`src/rtl/systolic_pkg.sv`:
```
// Shared types and defaults for the systolic-array control blocks.
package systolic_pkg;

    // Weight-load sequencer states.
    typedef enum logic [1:0] {
        IDLE    = 2'd0,
        LOADING = 2'd1,
        GAP     = 2'd2,
        DONE    = 2'd3
    } wseq_state_t;

    // Default number of rows in one weight tile (matches the PE array height).
    localparam int ROWS_DEFAULT = 8;

    // Default settle gap between tiles and width of the tile counters.
    localparam int GAP_DEFAULT    = 1;
    localparam int TILE_W_DEFAULT = 4;

endpackage

```
`src/rtl/flex_counter.sv`:
```
// Up-counter with programmable rollover value and synchronous clear.
// Counts 0..rollover_val on count_enable, then wraps back to 0.
module flex_counter #(
    parameter int SIZE = 4
) (
    input  logic            clk,
    input  logic            n_rst,
    input  logic            clear,
    input  logic            count_enable,
    input  logic [SIZE-1:0] rollover_val,
    output logic [SIZE-1:0] count_out,
    output logic            rollover_flag
);

    logic [SIZE-1:0] count_q;
    logic [SIZE-1:0] count_d;

    // Flag is high while the counter sits on its last value, so the owner can
    // qualify it with count_enable to detect the wrapping increment.
    assign rollover_flag = (count_q == rollover_val);
    assign count_out     = count_q;

    // Next count: clear wins, otherwise increment with wrap at rollover_val.
    always_comb begin
        count_d = count_q;
        if (clear) begin
            count_d = '0;
        end else if (count_enable) begin
            if (count_q == rollover_val) begin
                count_d = '0;
            end else begin
                count_d = count_q + 1'b1;
            end
        end
    end

    // Count register with asynchronous reset.
    always_ff @(posedge clk or negedge n_rst) begin
        if (!n_rst) begin
            count_q <= '0;
        end else begin
            count_q <= count_d;
        end
    end

endmodule

```
`src/rtl/weight_load_sequencer.sv`:
```
// Weight-load controller for the systolic array. A trigger loads a programmable
// number of tiles, each ROWS accepted rows deep, with an optional settle gap
// between tiles. Supports upstream stall, abort and busy/done status.
module weight_load_sequencer #(
    parameter int ROWS   = systolic_pkg::ROWS_DEFAULT,
    parameter int GAP    = systolic_pkg::GAP_DEFAULT,
    parameter int TILE_W = systolic_pkg::TILE_W_DEFAULT
) (
    input  logic                    clk,
    input  logic                    n_rst,
    input  logic                    trigger_weight,
    input  logic [TILE_W-1:0]       tile_count,
    input  logic                    weight_valid,
    input  logic                    abort,
    output logic                    load,
    output logic [$clog2(ROWS)-1:0] row_idx,
    output logic [TILE_W-1:0]       tile_idx,
    output logic                    busy,
    output logic                    done
);

    import systolic_pkg::*;

    localparam int ROW_W = $clog2(ROWS);
    // Keep the gap counter at least one bit wide even when GAP is 0 or 1.
    localparam int GAP_W = (GAP > 1) ? $clog2(GAP) : 1;
    localparam logic [ROW_W-1:0] LAST_ROW = ROW_W'(ROWS - 1);
    localparam logic [GAP_W-1:0] LAST_GAP = GAP_W'((GAP > 0) ? (GAP - 1) : 0);

    wseq_state_t       state_q;
    logic [TILE_W-1:0] tile_q;      // tile currently being loaded
    logic [TILE_W-1:0] tiles_q;     // tile_count captured at trigger
    logic [GAP_W-1:0]  gap_q;       // cycles spent in the current gap

    logic              row_clear;
    logic              row_at_last;
    logic              last_accept;
    logic              run_active;

    // The array shifts a row only when the buffer has one and we are not cancelling.
    assign load        = (state_q == LOADING) && weight_valid && !abort;
    assign busy        = (state_q == LOADING) || (state_q == systolic_pkg::GAP);
    assign done        = (state_q == DONE);
    assign tile_idx    = tile_q;
    assign run_active  = (state_q != IDLE);

    // Row counter is parked at 0 outside a run and when a run is cancelled.
    assign row_clear   = (state_q == IDLE) || (state_q == DONE) || abort;
    assign last_accept = load && row_at_last;

    flex_counter #(
        .SIZE (ROW_W)
    ) u_row_cnt (
        .clk           (clk),
        .n_rst         (n_rst),
        .clear         (row_clear),
        .count_enable  (load),
        .rollover_val  (LAST_ROW),
        .count_out     (row_idx),
        .rollover_flag (row_at_last)
    );

    // Sequencer FSM with tile, gap and captured-count registers.
    always_ff @(posedge clk or negedge n_rst) begin
        if (!n_rst) begin
            state_q <= IDLE;
            tile_q  <= '0;
            tiles_q <= '0;
            gap_q   <= '0;
        end else if (abort && run_active) begin
            // Cancel takes priority over every other transition; no done pulse.
            state_q <= IDLE;
            tile_q  <= '0;
            gap_q   <= '0;
        end else begin
            case (state_q)
                IDLE: begin
                    if (trigger_weight) begin
                        tile_q <= '0;
                        gap_q  <= '0;
                        if (tile_count != '0) begin
                            tiles_q <= tile_count;
                            state_q <= LOADING;
                        end else begin
                            // Empty request completes immediately.
                            state_q <= DONE;
                        end
                    end
                end
                LOADING: begin
                    if (last_accept) begin
                        if (tile_q == tiles_q - 1'b1) begin
                            tile_q  <= '0;
                            state_q <= DONE;
                        end else begin
                            tile_q <= tile_q + 1'b1;
                            if (GAP == 0) begin
                                state_q <= LOADING;
                            end else begin
                                state_q <= systolic_pkg::GAP;
                            end
                        end
                    end
                end
                systolic_pkg::GAP: begin
                    if (gap_q == LAST_GAP) begin
                        gap_q   <= '0;
                        state_q <= LOADING;
                    end else begin
                        gap_q <= gap_q + 1'b1;
                    end
                end
                DONE: begin
                    tile_q  <= '0;
                    state_q <= IDLE;
                end
                default: begin
                    state_q <= IDLE;
                    tile_q  <= '0;
                    gap_q   <= '0;
                end
            endcase
        end
    end

endmodule

```
`config.mk`:
```
export PLATFORM = sky130hd
export DESIGN_NAME = weight_load_sequencer
export DESIGN_NICKNAME = d
export VERILOG_FILES = /design/src/rtl/systolic_pkg.sv /design/src/rtl/flex_counter.sv /design/src/rtl/weight_load_sequencer.sv
export SDC_FILE = /design/constraint.sdc
export NUM_CORES = 1
export LEC_CHECK = 0
export BUFFER_PORTS_ARGS = -buffer_cell sky130_fd_sc_hd__buf_4
export CORE_MARGIN = 5
export CORE_UTILIZATION = 24
export CTS_CLUSTER_SIZE = 40
export DETAILED_ROUTE_END_ITERATION = 6
export PLACE_DENSITY_LB_ADDON = 0.12
export SYNTH_ARGS = -nofsm -noshare
export SYNTH_HDL_FRONTEND = slang
export SYNTH_SLANG_ARGS = --single-unit
```
`constraint.sdc`:
```
create_clock -name clk -period 4 [get_ports clk]
set_input_delay 0.2 -clock clk [delete_from_list [all_inputs] [get_ports clk]]
set_output_delay 0.2 -clock clk [all_outputs]
set_load 0.01 [all_outputs]
```
# Word-level counts from Yosys, hierarchy flattened
# Index checks and enable logic that the tools add are counted.
dict set report totals {
  register_bits 14
  word_cells 55
}
dict set report op_classes {
  addsub 4
  eq_ne 8
  muxes 19
  bitwise_logic 1
  n_reduce_logical 18
}
# operator n
set ops {}
lappend ops {{$mux W4} 4}
lappend ops {{$pmux W4 S3} 1}
lappend ops {{$mux W2} 5}
lappend ops {{$mux W3} 3}
lappend ops {{$ne A3 B2 Y1 const B} 3}
lappend ops {{$pmux W2 S4} 1}
lappend ops {{$reduce_bool A4 Y1} 2}
lappend ops {{$reduce_and A3 Y1} 2}
lappend ops {{$add A4 B1 Y4 const B} 1}
lappend ops {{$eq A2 B2 Y1 const B} 2}
lappend ops {{$eq A4 B4 Y1} 1}
lappend ops {{$logic_and A1 B1 Y1} 4}
lappend ops {{$mux W1} 4}
lappend ops {{$reduce_and A4 Y1} 1}
lappend ops {{$reduce_bool A2 Y1} 2}
lappend ops {{$sub A4 B1 Y4 const B} 1}
lappend ops {{$add A3 B1 Y3 const B} 1}
lappend ops {{$eq A3 B3 Y1 const B} 1}
lappend ops {{$logic_or A1 B1 Y1} 3}
lappend ops {{$reduce_bool A3 Y1} 1}
lappend ops {{$eq A2 B1 Y1 const B} 1}
lappend ops {{$logic_not A2 Y1} 1}
lappend ops {{$pmux W1 S2} 1}
lappend ops {{$reduce_and A2 Y1} 1}
lappend ops {{3 further kinds} 3}

# Longest topological paths before layout
dict set report logic_depth {
  depth_word 7
  mapped_depth 7
}

# Modules after synthesis
# From an unflattened synthesis, not the netlist that was laid out.
dict set report hier_totals {
  cells_unflattened 95
  hier_area_um2 905.9
}
# module instances cells_each area_each_um2 seq_area_each_um2
set by_module_without_submodules {}
lappend by_module_without_submodules {weight_load_sequencer 1 75 706.9 250.2}
lappend by_module_without_submodules {flex_counter 1 20 198.9 75.1}

# Worst setup path before layout
# OpenSTA, ideal clock, no wires.
dict set report synth_timing {
  path_type {reg-to-reg}
  startpoint {reg tiles_q[0]}
  endpoint {reg tile_q[0] (netlist: tile_idx[0])}
  setup_time_ns 0.125
  arrival_ns 1.777
  required_time_ns 3.875
  slack_ns 2.099
  path_stages_with_launch 7
  n_path_buf 0
  cell_sequence {dfrtp_1 inv_1 ha_1 xnor2_1 or4_4 nor3b_4 mux2_2}
}
dict set report synth_between {
  elab_chain_len 6
}
# element line
set synth_lines {}
lappend synth_lines {{start, declared} weight_load_sequencer.sv:32} ;# logic [TILE_W-1:0] tiles_q;
lappend synth_lines {{start signal, assigned} weight_load_sequencer.sv:82} ;# tiles_q <= tile_count;
lappend synth_lines {{$sub A4 B1 Y4} weight_load_sequencer.sv:92} ;# if (tile_q == tiles_q - 1'b1) begin
lappend synth_lines {{$eq A4 B4 Y1} weight_load_sequencer.sv:92}
lappend synth_lines {{$mux W4} weight_load_sequencer.sv:92}
lappend synth_lines {{$mux W4} weight_load_sequencer.sv:91} ;# if (last_accept) begin
lappend synth_lines {{$pmux W4 S3} weight_load_sequencer.sv:76} ;# case (state_q)
lappend synth_lines {{$mux W4} weight_load_sequencer.sv:70} ;# end else if (abort && run_active) begin
lappend synth_lines {{end signal, assigned} weight_load_sequencer.sv:96} ;# tile_q <= tile_q + 1'b1;
lappend synth_lines {{end, declared} weight_load_sequencer.sv:31} ;# logic [TILE_W-1:0] tile_q;
# No other way between the ends. The select of a mux whose other input is x is not followed.
# A chain may end at the register's enable or synchronous reset.

# Worst setup path in the final report
dict set report layout_timing {
  startpoint {reg state_q[0]}
  endpoint {reg tile_q[0] (netlist: tile_idx[0])}
}
dict set report layout_between {
  elab_chain_len 6
  word_cells_on_any_way 14
}
# element line
set layout_lines {}
lappend layout_lines {{start, declared} weight_load_sequencer.sv:30} ;# wseq_state_t state_q;
lappend layout_lines {{start signal, assigned} weight_load_sequencer.sv:100} ;# state_q <= systolic_pkg::GAP;
lappend layout_lines {{$eq A2 B1 Y1} {weight_load_sequencer.sv:41, weight_load_sequencer.sv:76}}
lappend layout_lines {{$logic_and A1 B1 Y1 (2 in series)} weight_load_sequencer.sv:41} ;# assign load = (state_q == LOADING) && weight_valid && !abort;
lappend layout_lines {{$logic_and A1 B1 Y1} weight_load_sequencer.sv:49} ;# assign last_accept = load && row_at_last;
lappend layout_lines {{$ne A3 B2 Y1 (no source line)} --}
lappend layout_lines {{$reduce_and A3 Y1 (no source line)} --}
# Parallel ways exist; a longest one is shown, timed or not.

==> insert_results.sql <==
INSERT INTO impl_metrics (metric_group, metric, value, unit) VALUES
('outcome', 'status', 'completed', ''),
('grt', 'grt_antenna_before_repair', '0', ''),
('die', 'placeableCoreArea', '3340', 'um^2'),
('die', 'die_height', '68.5', 'um'),
('die', 'std_cell_rows', '21', ''),
('clock_tree', 'cts_max_level', '1', ''),
('grt', 'grt_pass1_wl', '3040', 'um'),
('critical_path', 'start_kind', 'register', ''),
('timing', 'setup_slack_of_the_critical_path_after_layout', '1.95', 'ns'),
('route', 'totalWireLength', '1750', 'um'),
('synth', 'synth_warnings', '0', ''),
('clock_tree', 'root_driver', 'clkbuf_4', ''),
('critical_path', 'worst_path_largest_cell_delay', '0.41', 'ns'),
('grt', 'gr-usage-all-layers', '8.86', '%'),
('route', 'drc_violations_left', '0', ''),
('critical_path', 'worst_path_max_delay_cell', 'dfrtp_1', ''),
('placed_design', 'gp_congestion', '0.728', ''),
('clock_tree', 'clock_pin_transition_on_the_worst_setup_and_hold_timing_paths', '0.09', 'ns'),
('timing', 'timing.clock.skew', '0.00166', 'ns'),
('die', 'die_width', '68.5', 'um'),
('power_and_ir_drop', 'leakage', '0.483', 'nW'),
('route', 'drt_first_pass_iters', '4', ''),
('cells_and_area', 'post_layout_nonfiller_instances', '149', ''),
('timing', 'worst_pin_slew', '0.272', 'ns'),
('critical_path', 'cp_data_arrival_time', '2.22', 'ns'),
('flow_run', 'max_cap_check_violation_count', '0', ''),
('timing', 'final_min_period_over_clock_period', '51.3', '%'),
('clock_tree', 'clk-insertion-delay-late', '0.28', 'ns'),
('route', 'drt-initial-drc-count', '24', ''),
('critical_path', 'crit-reg2reg-launch', 'state_q[0]$_DFFE_PN0P_', ''),
('critical_path', 'path_cells', 'inv_1 -> ha_1 -> nand2b_1 -> a32o_1 -> or2_2 -> mux2_2', ''),
('timing', 'max_freq', '488', 'MHz'),
('cells_and_area', 'diodes', '0', ''),
('clock_tree', 'cts_tree', 'yes', ''),
('critical_path', 'criticalPathCategory', 'register to register', ''),
('synth', 'postSynthRegisterBits', '13', ''),
('synth', 'unique_masters_post_synth', '28', ''),
('synth', 'synth_top_area_share', '39.6', '%'),
('timing', 'setup_violations', '0', ''),
('timing', 'totalNegativeSetupSlack', '0', 'ns'),
('route', 'via_cell_ratio', '4.38', ''),
('cells_and_area', 'final_nets', '121', ''),
('critical_path', 'rr_endpoint', 'tile_idx[0]$_DFFE_PN0P_', ''),
('die', 'die-area', '4690', 'um^2'),
('timing', 'final-max-slew-violation-count', '0', ''),
('clock_tree', 'numClockSinks', '13', ''),
('cells_and_area', 'area.growth.synth_to_final', '27.4', '%'),
('placed_design', 'detail_placement_hpwl', '1400', 'um'),
('die', 'pin_count', '19', ''),
('min_path', 'worst_hold_path_type', 'input pin to register', ''),
('clock_tree', 'clock_buffer_count_from_cts', '3', ''),
('die', 'initial_core_util', '24.6', '%'),
('placed_design', 'placedCellCount', '144', ''),
('grt', 'grt_max_degree', '14', ''),
('power_and_ir_drop', 'vdd_ir_drop_max', '175', 'uV'),
('min_path', 'timing.hold.worst_endpoint', 'tiles_q[1]$_DFFE_PN0P_', ''),
('timing', 'rsz0062_at_grt', 'no', ''),
('grt', 'grt.overflow.total', '0', ''),
('critical_path', 'setup.worst_path.end_class', 'register', ''),
('clock_tree', 'postCtsResizedCells', '0', ''),
('power_and_ir_drop', 'post-layout-total-power', '0.000617', 'W'),
('min_path', 'hold_depth', '3', ''),
('route', 'wire_per_inst', '11.8', 'um'),
('timing', 'hold_violations', '0', ''),
('route', 'antenna_left', '0', ''),
('synth', 'mappedNetlistArea', '821', 'um^2'),
('critical_path', 'critPathRequiredTime', '4.17', 'ns'),
('cells_and_area', 'final_layout_size_suffix_gt1_share', '30.1', '%'),
('timing', 'slew-limit-headroom', '81.8', '%'),
('placed_design', 'dpl_worst_slack', '1.98', 'ns'),
('clock_tree', 'clock_path_buffers', '2', '');
## timing repair
action                                 4_1_cts  5_1_grt
hold buffers                                 1        0
endpoints found under the hold margin       13        0
buffers inserted                             0        0
## report_power, final
group	leakage (nW)	internal (W)	total [W]	switching, W
sequential	0.170	0.000168	0.000206	0.0000380
clock	0.0150	0.0000387	0.0000851	0.0000465
combinational	0.297	0.000167	0.000326	0.000159
total	0.483	0.000373	0.000617	0.000243
## per-stage QoR
step           instance area (um^2)  util [%]  hold slack (ns)
4_1_cts                        1050      31.3            0.119
2_1_floorplan                   821         -          -0.0956
5_1_grt                        1050      31.3            0.147
3_3_place_gp                   1010      30.3           0.0657
6_report                       1050      31.3            0.127
3_5_place_dp                   1010      30.3           0.0612
## layer usage
| layer | part of all wire (%) | wire [um] | GRT usage (%) | vias to the layer above |
|---|---|---|---|---|
| li1 | - | - | - | 328 |
| met1 | 46 | 805 | 11.4 | 306 |
| met5 | 0 | 0 | 0 | - |
| met3 | 6.3 | 111 | 2.79 | 2 |
| met4 | 0.97 | 17 | 3.72 | 0 |
| met2 | 47 | 818 | 13.6 | 16 |
## worst max-delay path: cells and delay by family, from the launching register on
kind            cells  cell delay (ns)
compound gates      1             0.37
fa+ha+maj           1             0.24
simple gates        2             0.55
flops               1             0.41
mux                 1             0.27
buf+inv             1             0.10
## placed cells by master (no fill, tap or decap)
cell           instances
o21ai_0                4
ha_1                   8
mux2i_1                1
nand2_1                9
nand3_1                4
buf_4                 18
nor3_2                 1
xnor2_1                7
nor2_1                 3
nor3b_1                1
nand3b_1               2
and3_1                 1
o21ba_2                1
or4_4                  1
or4_1                  1
nor3b_4                1
a21oi_1                3
inv_1                  6
mux2_2                 3
clkbuf_4               3
nand2b_1               2
or2_2                  1
a32o_1                 1
clkbuf_1               1
nor3_1                 1
or4bb_1                1
o22ai_1                1
nor4_1                 1
dfrtp_1               13
dlygate4sd3_1          1
a22o_2                 2
## sequential cells by signal (all words and copies together), names as in the netlist
signal and flops:
u_row_cnt.count_out 3, tiles_q 4, state_q 2, tile_idx 4
## cell usage after synthesis
| library cell | n |
|---|---|
| mux2_2 | 3 |
| xnor2_1 | 7 |
| nor2_1 | 3 |
| o22ai_1 | 1 |
| and3_1 | 1 |
| nand2_1 | 9 |
| or4_1 | 1 |
| inv_1 | 6 |
| o21ai_0 | 4 |
| or4bb_1 | 1 |
| nor3b_1 | 1 |
| a22o_2 | 2 |
| clkbuf_1 | 1 |
| or2_2 | 1 |
| nor3_1 | 1 |
| nor3_2 | 1 |
| nor4_1 | 1 |
| nand3b_1 | 2 |
| nand2b_1 | 2 |
| a21oi_1 | 3 |
| nand3_1 | 4 |
| mux2i_1 | 1 |
| dfrtp_1 | 13 |
| nor3b_4 | 1 |
| ha_1 | 8 |
| a32o_1 | 1 |
| o21ba_2 | 1 |
| or4_4 | 1 |
## how the worst max path moves through the flow
stage	startpoint	to	slack (ns)
after CTS	state_q[0]$_DFFE_PN0P_	tile_idx[0]$_DFFE_PN0P_	1.96
after detailed placement	state_q[0]$_DFFE_PN0P_	tile_idx[0]$_DFFE_PN0P_	1.98
final	state_q[0]$_DFFE_PN0P_	tile_idx[0]$_DFFE_PN0P_	1.95
after floorplan	tiles_q[0]$_DFFE_PN0P_	tile_idx[0]$_DFFE_PN0P_	2.10
after global placement	state_q[0]$_DFFE_PN0P_	tile_idx[0]$_DFFE_PN0P_	1.98
after global routing	state_q[0]$_DFFE_PN0P_	tile_idx[0]$_DFFE_PN0P_	1.83
## cell families (layout without fill, tap and decap cells)
family | count (synthesis) | count (layout) | synth area share (%)
buf+inv | 7 | 29 | 3.20
compound gates | 12 | 12 | 9.91
xor+xnor | 7 | 7 | 7.47
mux | 4 | 4 | 5.34
fa+ha+maj | 8 | 8 | 12.2
simple gates | 30 | 30 | 22.3
flops | 13 | 13 | 39.6
## cell type report
class	count	area, um^2
Multi-Input combinational cell	61	469
Inverter	6	22.5
Fill cell	354	2290
Sequential cell	13	325
Timing Repair Buffer	19	145
Tap cell	46	57.6
Clock buffer	4	26.3
No activity file was read; power rests on OpenSTA's default activity.
